**src/rtl/sstv_vis_rx.sv**
```systemverilog
// sstv_vis_rx: VIS header receiver (start tone, LSB-first data, optional parity, stop tone)
module sstv_vis_rx #(
  parameter int CLK_TICKS_BIT = 3000000,
  parameter int FREQ_W        = 12,
  parameter int DATA_BITS     = 7,
  parameter int PARITY_MODE   = 0,
  parameter int FREQ_TOL      = 0,
  parameter int F_SYNC        = 1200,
  parameter int F_ONE         = 1100,
  parameter int F_ZERO        = 1300
) (
  input  logic                 clk,
  input  logic                 reset_n,
  input  logic [FREQ_W-1:0]    freq,
  input  logic                 cal_ok,
  output logic [DATA_BITS-1:0] vis_code,
  output logic                 valid,
  output logic                 parity_err,
  output logic                 frame_err,
  output logic                 busy
);
  localparam int CW = $clog2(CLK_TICKS_BIT + 1);
  localparam int NW = $clog2(DATA_BITS + 1);
  localparam logic [CW-1:0] TICKS = CW'(CLK_TICKS_BIT);
  localparam logic [CW-1:0] HALF  = CW'(CLK_TICKS_BIT / 2);
  localparam logic [CW-1:0] ONE   = CW'(1);
  localparam logic [NW-1:0] NBITS = NW'(DATA_BITS);

  typedef enum logic [5:0] {
    IDLE  = 6'b000001,
    START = 6'b000010,
    DATA  = 6'b000100,
    PAR   = 6'b001000,
    STOP  = 6'b010000,
    DONE  = 6'b100000
  } state_t;

  function automatic logic match(input logic [FREQ_W-1:0] f, input int c);
    logic [FREQ_W:0] lo, hi;
    lo = (c >= FREQ_TOL) ? (FREQ_W+1)'(c - FREQ_TOL) : '0;
    hi = (FREQ_W+1)'(c + FREQ_TOL);
    return ({1'b0, f} >= lo) && ({1'b0, f} <= hi);
  endfunction

  state_t               state_q, state_d;
  logic [CW-1:0]        cnt_q, cnt_d;
  logic [NW-1:0]        nb_q, nb_d;
  logic [DATA_BITS-1:0] sh_q, sh_d, code_q, code_d;
  logic                 par_q, par_d, valid_q, valid_d, perr_q, perr_d, ferr_q, ferr_d;
  logic                 m_sync, m_one, m_zero, samp, bnd, abort, ok;

  assign m_sync = match(freq, F_SYNC);
  assign m_one  = match(freq, F_ONE);
  assign m_zero = match(freq, F_ZERO);
  assign samp   = cnt_q == HALF;
  assign bnd    = cnt_q == TICKS;
  assign ok     = (PARITY_MODE == 2) ? 1'b1 : (PARITY_MODE == 1) ? (^sh_q ^ par_q) : !(^sh_q ^ par_q);

  // next-state, bit timing, shifting and result latching
  always_comb begin
    state_d = state_q;
    cnt_d   = bnd ? ONE : cnt_q + ONE;
    nb_d    = nb_q;
    sh_d    = sh_q;
    par_d   = par_q;
    code_d  = code_q;
    valid_d = valid_q;
    perr_d  = perr_q;
    ferr_d  = 1'b0;
    abort   = 1'b0;
    case (state_q)
      IDLE: begin
        cnt_d = ONE;
        nb_d  = '0;
        if (m_sync) begin
          state_d = START;
          valid_d = 1'b0;
          perr_d  = 1'b0;
        end
      end
      START: begin
        if (samp && !m_sync) abort = 1'b1;
        else if (bnd) state_d = DATA;
      end
      DATA: begin
        if (samp) begin
          if (m_one || m_zero) begin
            sh_d = DATA_BITS'({m_one, sh_q} >> 1);
            nb_d = nb_q + NW'(1);
          end else abort = 1'b1;
        end else if (bnd && nb_q == NBITS) state_d = (PARITY_MODE == 2) ? STOP : PAR;
      end
      PAR: begin
        if (samp) begin
          if (m_one || m_zero) par_d = m_one;
          else abort = 1'b1;
        end else if (bnd) state_d = STOP;
      end
      STOP: begin
        if (samp && !m_sync) abort = 1'b1;
        else if (bnd) begin
          state_d = DONE;
          code_d  = ok ? sh_q : code_q;
          valid_d = ok;
          perr_d  = !ok;
        end
      end
      DONE: cnt_d = ONE;
      default: state_d = IDLE;
    endcase
    if (abort) begin
      state_d = IDLE;
      cnt_d   = ONE;
      ferr_d  = 1'b1;
    end
    if (!cal_ok) begin
      state_d = IDLE;
      cnt_d   = ONE;
      nb_d    = '0;
      sh_d    = '0;
      par_d   = 1'b0;
      valid_d = 1'b0;
      perr_d  = 1'b0;
      ferr_d  = 1'b0;
    end
  end

  // state and result registers
  always_ff @(posedge clk or negedge reset_n) begin
    if (!reset_n) begin
      state_q <= IDLE;
      cnt_q   <= ONE;
      nb_q    <= '0;
      sh_q    <= '0;
      par_q   <= 1'b0;
      code_q  <= '0;
      valid_q <= 1'b0;
      perr_q  <= 1'b0;
      ferr_q  <= 1'b0;
    end else begin
      state_q <= state_d;
      cnt_q   <= cnt_d;
      nb_q    <= nb_d;
      sh_q    <= sh_d;
      par_q   <= par_d;
      code_q  <= code_d;
      valid_q <= valid_d;
      perr_q  <= perr_d;
      ferr_q  <= ferr_d;
    end
  end

  assign vis_code   = code_q;
  assign valid      = valid_q;
  assign parity_err = perr_q;
  assign frame_err  = ferr_q;
  assign busy       = !(state_q == IDLE || state_q == DONE);

  a_onehot: assert property (@(posedge clk) disable iff (!reset_n) $onehot(state_q));
  a_known:  assert property (@(posedge clk) disable iff (!reset_n) !$isunknown({freq, cal_ok}));
  a_excl:   assert property (@(posedge clk) disable iff (!reset_n) !(valid_q && perr_q));
endmodule

```
**config.mk**
```make
export PLATFORM = sky130hd
export DESIGN_NAME = sstv_vis_rx
export DESIGN_NICKNAME = d
export VERILOG_FILES = /design/src/rtl/sstv_vis_rx.sv
export SDC_FILE = /design/constraint.sdc
export NUM_CORES = 1
export LEC_CHECK = 0
export ABC_AREA = 0
export CAP_MARGIN = 10
export CORE_MARGIN = 2
export CORE_UTILIZATION = 39
export DETAILED_ROUTE_END_ITERATION = 10
export DONT_BUFFER_PORTS = 1
export PLACE_DENSITY = 0.62
export SETUP_SLACK_MARGIN = 0.05
export SLEW_MARGIN = 20
export SYNTH_ARGS = -nofsm -noshare
export SYNTH_HDL_FRONTEND = slang
export SYNTH_SLANG_ARGS = --single-unit
```
**constraint.sdc**
```tcl
create_clock -name clk -period 3.3 [get_ports clk]
set_clock_uncertainty 0.1 [all_clocks]
set_input_delay 0.66 -clock clk [delete_from_list [all_inputs] [get_ports clk]]
set_output_delay 0.66 -clock clk [all_outputs]
set_load 0.05 [all_outputs]
```
## Yosys cells after proc, flatten, opt, wreduce, memory -nomap -nowiden

Index checks and enable logic that the tools add are counted.
W data, S select, Z words.

- Shift operators: 0
- Magnitude comparators: 6
- Bitwise operators: 3
- $add $sub $neg: 2
- Divide/modulo/power cells: 0
- Multipliers: 0
- Reduce and logical (&&, ||, !) cells: 20
- Muxes and demuxes: 43
- Eq/ne operators: 30

Operator list:

| cell | number |
|---|---|
| $mux W22 | 4 |
| $mux W6 | 11 |
| $ge A12 B11 Y1 const B | 3 |
| $le A12 B11 Y1 const B | 3 |
| $ne A4 B4 Y1 const B | 9 |
| $pmux W6 S6 | 1 |
| $mux W7 | 4 |
| $add A22 B1 Y22 const B | 1 |
| $eq A22 B21 Y1 const B | 1 |
| $eq A22 B22 Y1 const B | 1 |
| $ne A3 B3 Y1 const B | 6 |
| $mux W1 | 16 |
| $reduce_and A10 Y1 | 1 |
| $mux W3 | 3 |
| $reduce_and A3 Y1 | 3 |
| $ne A2 B1 Y1 const B | 4 |
| $reduce_and A4 Y1 | 2 |
| $reduce_xor A7 Y1 | 1 |
| $eq A6 B1 Y1 const B | 1 |
| $eq A6 B2 Y1 const B | 1 |
| $eq A6 B3 Y1 const B | 1 |
| $eq A6 B4 Y1 const B | 1 |
| $eq A6 B5 Y1 const B | 1 |
| $eq A6 B6 Y1 const B | 1 |
| other kinds (11) | 24 |

- Word-level logic and storage cells: 113
- Memories: 0
- Bits of input ports: 15
- Bits in latches: 0
- Output and inout port bits: 11
- Register bits after elaboration: 49
- Bits in writable memories: 0
- Bits in read-only memories: 0

## Logic depth before layout (Yosys ltp)

- Depth after elaboration: 8
- Depth in mapped cells: 10
- Gate-level depth less buffers: 8

## Worst setup path after synthesis

OpenSTA, ideal clock, no wires.

- Path kind: flip-flop to flip-flop
- From: register state_q[0]
- To: register cnt_q[0]
- Cell stages (with the launch flop): 6
- Arrival time: 2.633 ns
- Slack: 0.482 ns
- Data required time: 3.116 ns
- Clock period less this slack: 2.818 ns
- Buffers on the path: 1
- Setup time: 0.084 ns
- Path through: dfstp_2 > nor2b_1 > o21ai_0 > or3b_1 > buf_6 > or2_2

- Longest elaborated chain between the ends: 5
- Elaborated cells on any way between the ends: 13
- Those cells by class: eq/ne (6); mux (4); reduce/logical (3)

Ends and longest elaborated chain:

| what | line | RTL |
|---|---|---|
| from (decl) | 45 | `state_t state_q, state_d;` |
| from (signal assigned) | 141 | `state_q <= state_d;` |
| $eq A6 B5 Y1 (tied with other cells) | 71 | `case (state_q)` |
| $reduce_or A2 Y1 (no source line) | n/a |  |
| $pmux W1 S2 / $mux W22 (equally long branches) | 71 |  |
| $mux W22 (*) | 111 | `if (abort) begin` |
| $mux W22 (*) | 116 | `if (!cal_ok) begin` |
| net cnt_d[0] | 46 | `logic [CW-1:0] cnt_q, cnt_d;` |
| to (signal assigned) | 142 | `cnt_q <= cnt_d;` |
| to (decl) | 46 |  |

The timed path passes the listed nets; every way through them passes the cells marked *.
A chain may end at the register's enable or synchronous reset.

## Worst setup path in the final report

- From: register cnt_q[1]
- To: register cnt_q[14]

- Longest elaborated chain between the ends: 6
- Elaborated cells on any way between the ends: 11
- Those cells by class: add/sub (1); eq/ne (2); mux (7); reduce/logical (1)

Ends and longest elaborated chain:

| what | line |
|---|---|
| parallel branches: the longest is 4 deep, another holds $add A22 B1 Y22 | n/a |
| $mux W22 (*) | 111 |
| $mux W22 (*) | 116 |
| net cnt_d[14] | 46 |

Mark *: on every way through the listed nets, which the timed path passes.

==> flow_metrics.env <==
export IMPL_synthFlopType="dfrtp_1"
export IMPL_synth_area_leaders="dfrtp_1 46%, xnor2_1 6.4%, nor2_1 5.5%"
export IMPL_p_leak_nw=1.104
export IMPL_ir_drop_v=0.0001914
export IMPL_use_met2_pct=23.86
export IMPL_vias_per_cell=5.215
export IMPL_drv_slew=0
export IMPL_top_usage_layer="met2"
export IMPL_grt_overflow_total=0
export IMPL_grt_use_total_pct=15.01
export IMPL_rows=29
export IMPL_status="complete, no violations"
export IMPL_syn2layout_area_growth_pct=7.607
export IMPL_rrSetupSlack_ps=580
export IMPL_synth_edf_count=0
export IMPL_critical_path_required_ps=3390
export IMPL_syn_nets=285
export IMPL_die_w_um=85.38
export IMPL_synth_area_per_cell_um2=9.709
export IMPL_rsz0062_at_grt="false"
export IMPL_max_cap_violations=0
export IMPL_fillers=619
export IMPL_drt_wirelength_per_cell_um=14.29
export IMPL_endpoint_kind="flop"
export IMPL_syn_area_um2=2582
export IMPL_multiInputGateArea_um2=1261
export IMPL_numCtsBuffers=5
export IMPL_grt_pass1_vias=1838
export IMPL_io_buffers=0
export IMPL_grt_use_met1_pct=21.21
export IMPL_seq_area_frac_synth_pct=47.58
export IMPL_synth_warnings=0
export IMPL_cts_root_buf="clkbuf_8"
export IMPL_clock_latency_ps=300
export IMPL_die_h_um=85.38
export IMPL_hp_class="primary input to async pin"
export IMPL_dr_pass1_iters=7
export IMPL_synth_top_cell_area_share_pct=45.54
export IMPL_ant_nets=0
export IMPL_cts_buffer_depth=2
export IMPL_gp_congestion=0.8046
export IMPL_fin_setup_tns_ps=0
export IMPL_startpoint_type="flop"
export IMPL_grt_pass1_wl_um=8845
export IMPL_fin_crit_sh_pct=82.41
export IMPL_arrival_ps=2810
export IMPL_yosysUniqueCellTypes=49
export IMPL_drtIter0Drc=73
export IMPL_regArea_um2=1229
export IMPL_reg2regPathDepth=9
export IMPL_critPathKind="flop to flop"
export IMPL_fin_ws_ps=580.4
export IMPL_drive_above_1_share_pct=13.24
export IMPL_syn_inst=266
export IMPL_worstMarginPinSlew_ps=490.8
export IMPL_period_needed_ps=2720
export IMPL_antenna_found_initial=0
export IMPL_grt_max_degree=48
export IMPL_cts_sinks=49
export IMPL_num_io_pins=26
export IMPL_final_setup_viol_count=0
export IMPL_fin_nets=290
export IMPL_async_flop_share_pct=100.0
export IMPL_timing_slew_headroom_pct=67.28
export IMPL_hold_viol=0
export IMPL_post_dp_hpwl_um=3490
export IMPL_worstPathMaxFanout=13
export IMPL_max_freq_mhz=367.7
export IMPL_layout_commonest_cell="dfrtp_1"
export IMPL_met3_usage_pct=2.724
export IMPL_drc_errors=0
export IMPL_powerDensity_nw_per_um2=359.2
export IMPL_antenna_diode_count=0
export IMPL_synth_top_area_cell="dfrtp_1"
export IMPL_htree_levels=2
export IMPL_core_area_um2=6386
export IMPL_tritoncts="yes"
export IMPL_vias=1820
export IMPL_path_clk_slew_ps=100
export IMPL_start_util_pct=40.44
export IMPL_wirelength_um=4987
export IMPL_final_cell_mix="47 x dfrtp_1, 38 x nor2_1, 24 x nand2_1"
export IMPL_die_area_um2=7289
export IMPL_place_ws_ps=444.0
export IMPL_ys_ff_latch=49
## cell usage after synthesis, types with 3 or more instances
master / instances
nor2b_1: 3
or2_2: 3
nand3_1: 16
xnor2_1: 19
nor3_1: 6
mux2_2: 9
nor4bb_1: 3
and3_1: 5
xor2_1: 10
ha_1: 4
nand2_1: 24
dfrtp_1: 47
clkbuf_1: 4
nand2b_1: 3
a21oi_1: 14
nor2_1: 38
inv_1: 11
nor3b_1: 3
nand4_1: 5
o21ai_0: 4
## metal layers
metal  up-vias  share of wire [%]
met5         -                  0
li1        924                  -
met1       866                 50
met2        26                 46
met4         0               0.82
met3         4                2.8
## worst max-delay path, stage by stage, from the launching register on
cell and delay (ps):
dfrtp_1 430, inv_1 80, ha_1 130, nor4b_1 320, nand4_1 240, or3_4 420
o21ai_2 280, or3b_1 300, buf_4 240, nor2_1 70
## logic make-up after synthesis
logic type / count (synthesis) / synth area share [%]
AND/OR/NAND/NOR: 130 / 26.94
flip-flops: 49 / 47.58
XOR/XNOR: 29 / 9.835
AO/OA/AOI/OAI: 26 / 5.815
buffers and inverters: 18 / 3.585
multiplexers: 10 / 4.312
adder cells (fa/ha/maj): 4 / 1.938
## registers in the layout (all words and copies together) (netlist names)
signal      flops
par_q           1
nb_q            3
state_q         6
cnt_q          22
sh_q            7
vis_code        7
parity_err      1
frame_err       1
valid           1
## cell type report
class | instances | share of cell area (%)
Clock inverter | 3 | 0.9005
Sequential cell | 49 | 44.21
Clock buffer | 5 | 2.476
Tap cell | 77 | 3.467
Inverter | 11 | 1.486
Multi-Input combinational cell | 199 | 45.38
Timing Repair Buffer | 5 | 2.071
## metrics by stage
step	power, mW	instance area (um2)	cells	hold slack, ps	utilization [%]
6_report	0.9983	2779	349	84.56	43.51
5_1_grt	1.040	2779	349	66.70	43.51
4_1_cts	1.013	2779	349	74.77	43.51
3_5_place_dp	0.6210	2658	340	265.3	41.61
3_3_place_gp	0.6210	2658	340	265.4	41.61
2_1_floorplan	0.6196	2582	266	264.4	-
## power by group
part / internal (mW) / switching (mW) / total, mW
Clock: 0.155 / 0.220 / 0.375
Sequential: 0.600 / 0.0000125 / 0.600
Combinational: 0.00717 / 0.0163 / 0.0235
## worst paths after layout
check,from,end
setup / recovery,cnt_q[1],cnt_q[14]
hold / removal,reset_n,vis_code[3]
setup reg to reg,cnt_q[1],cnt_q[14]
hold reg to reg,nb_q[2],nb_q[2]
max in group asynchronous,reset_n,cnt_q[20]
min in group clk,cal_ok,valid
## timing repair
action,CTS,global route
buffers inserted,0,0
endpoints found under the setup margin,0,0
hold buffers,1,0
resized for setup,0,0
hold endpoints to repair,47,0
Power figures use the tool's default switching activity.
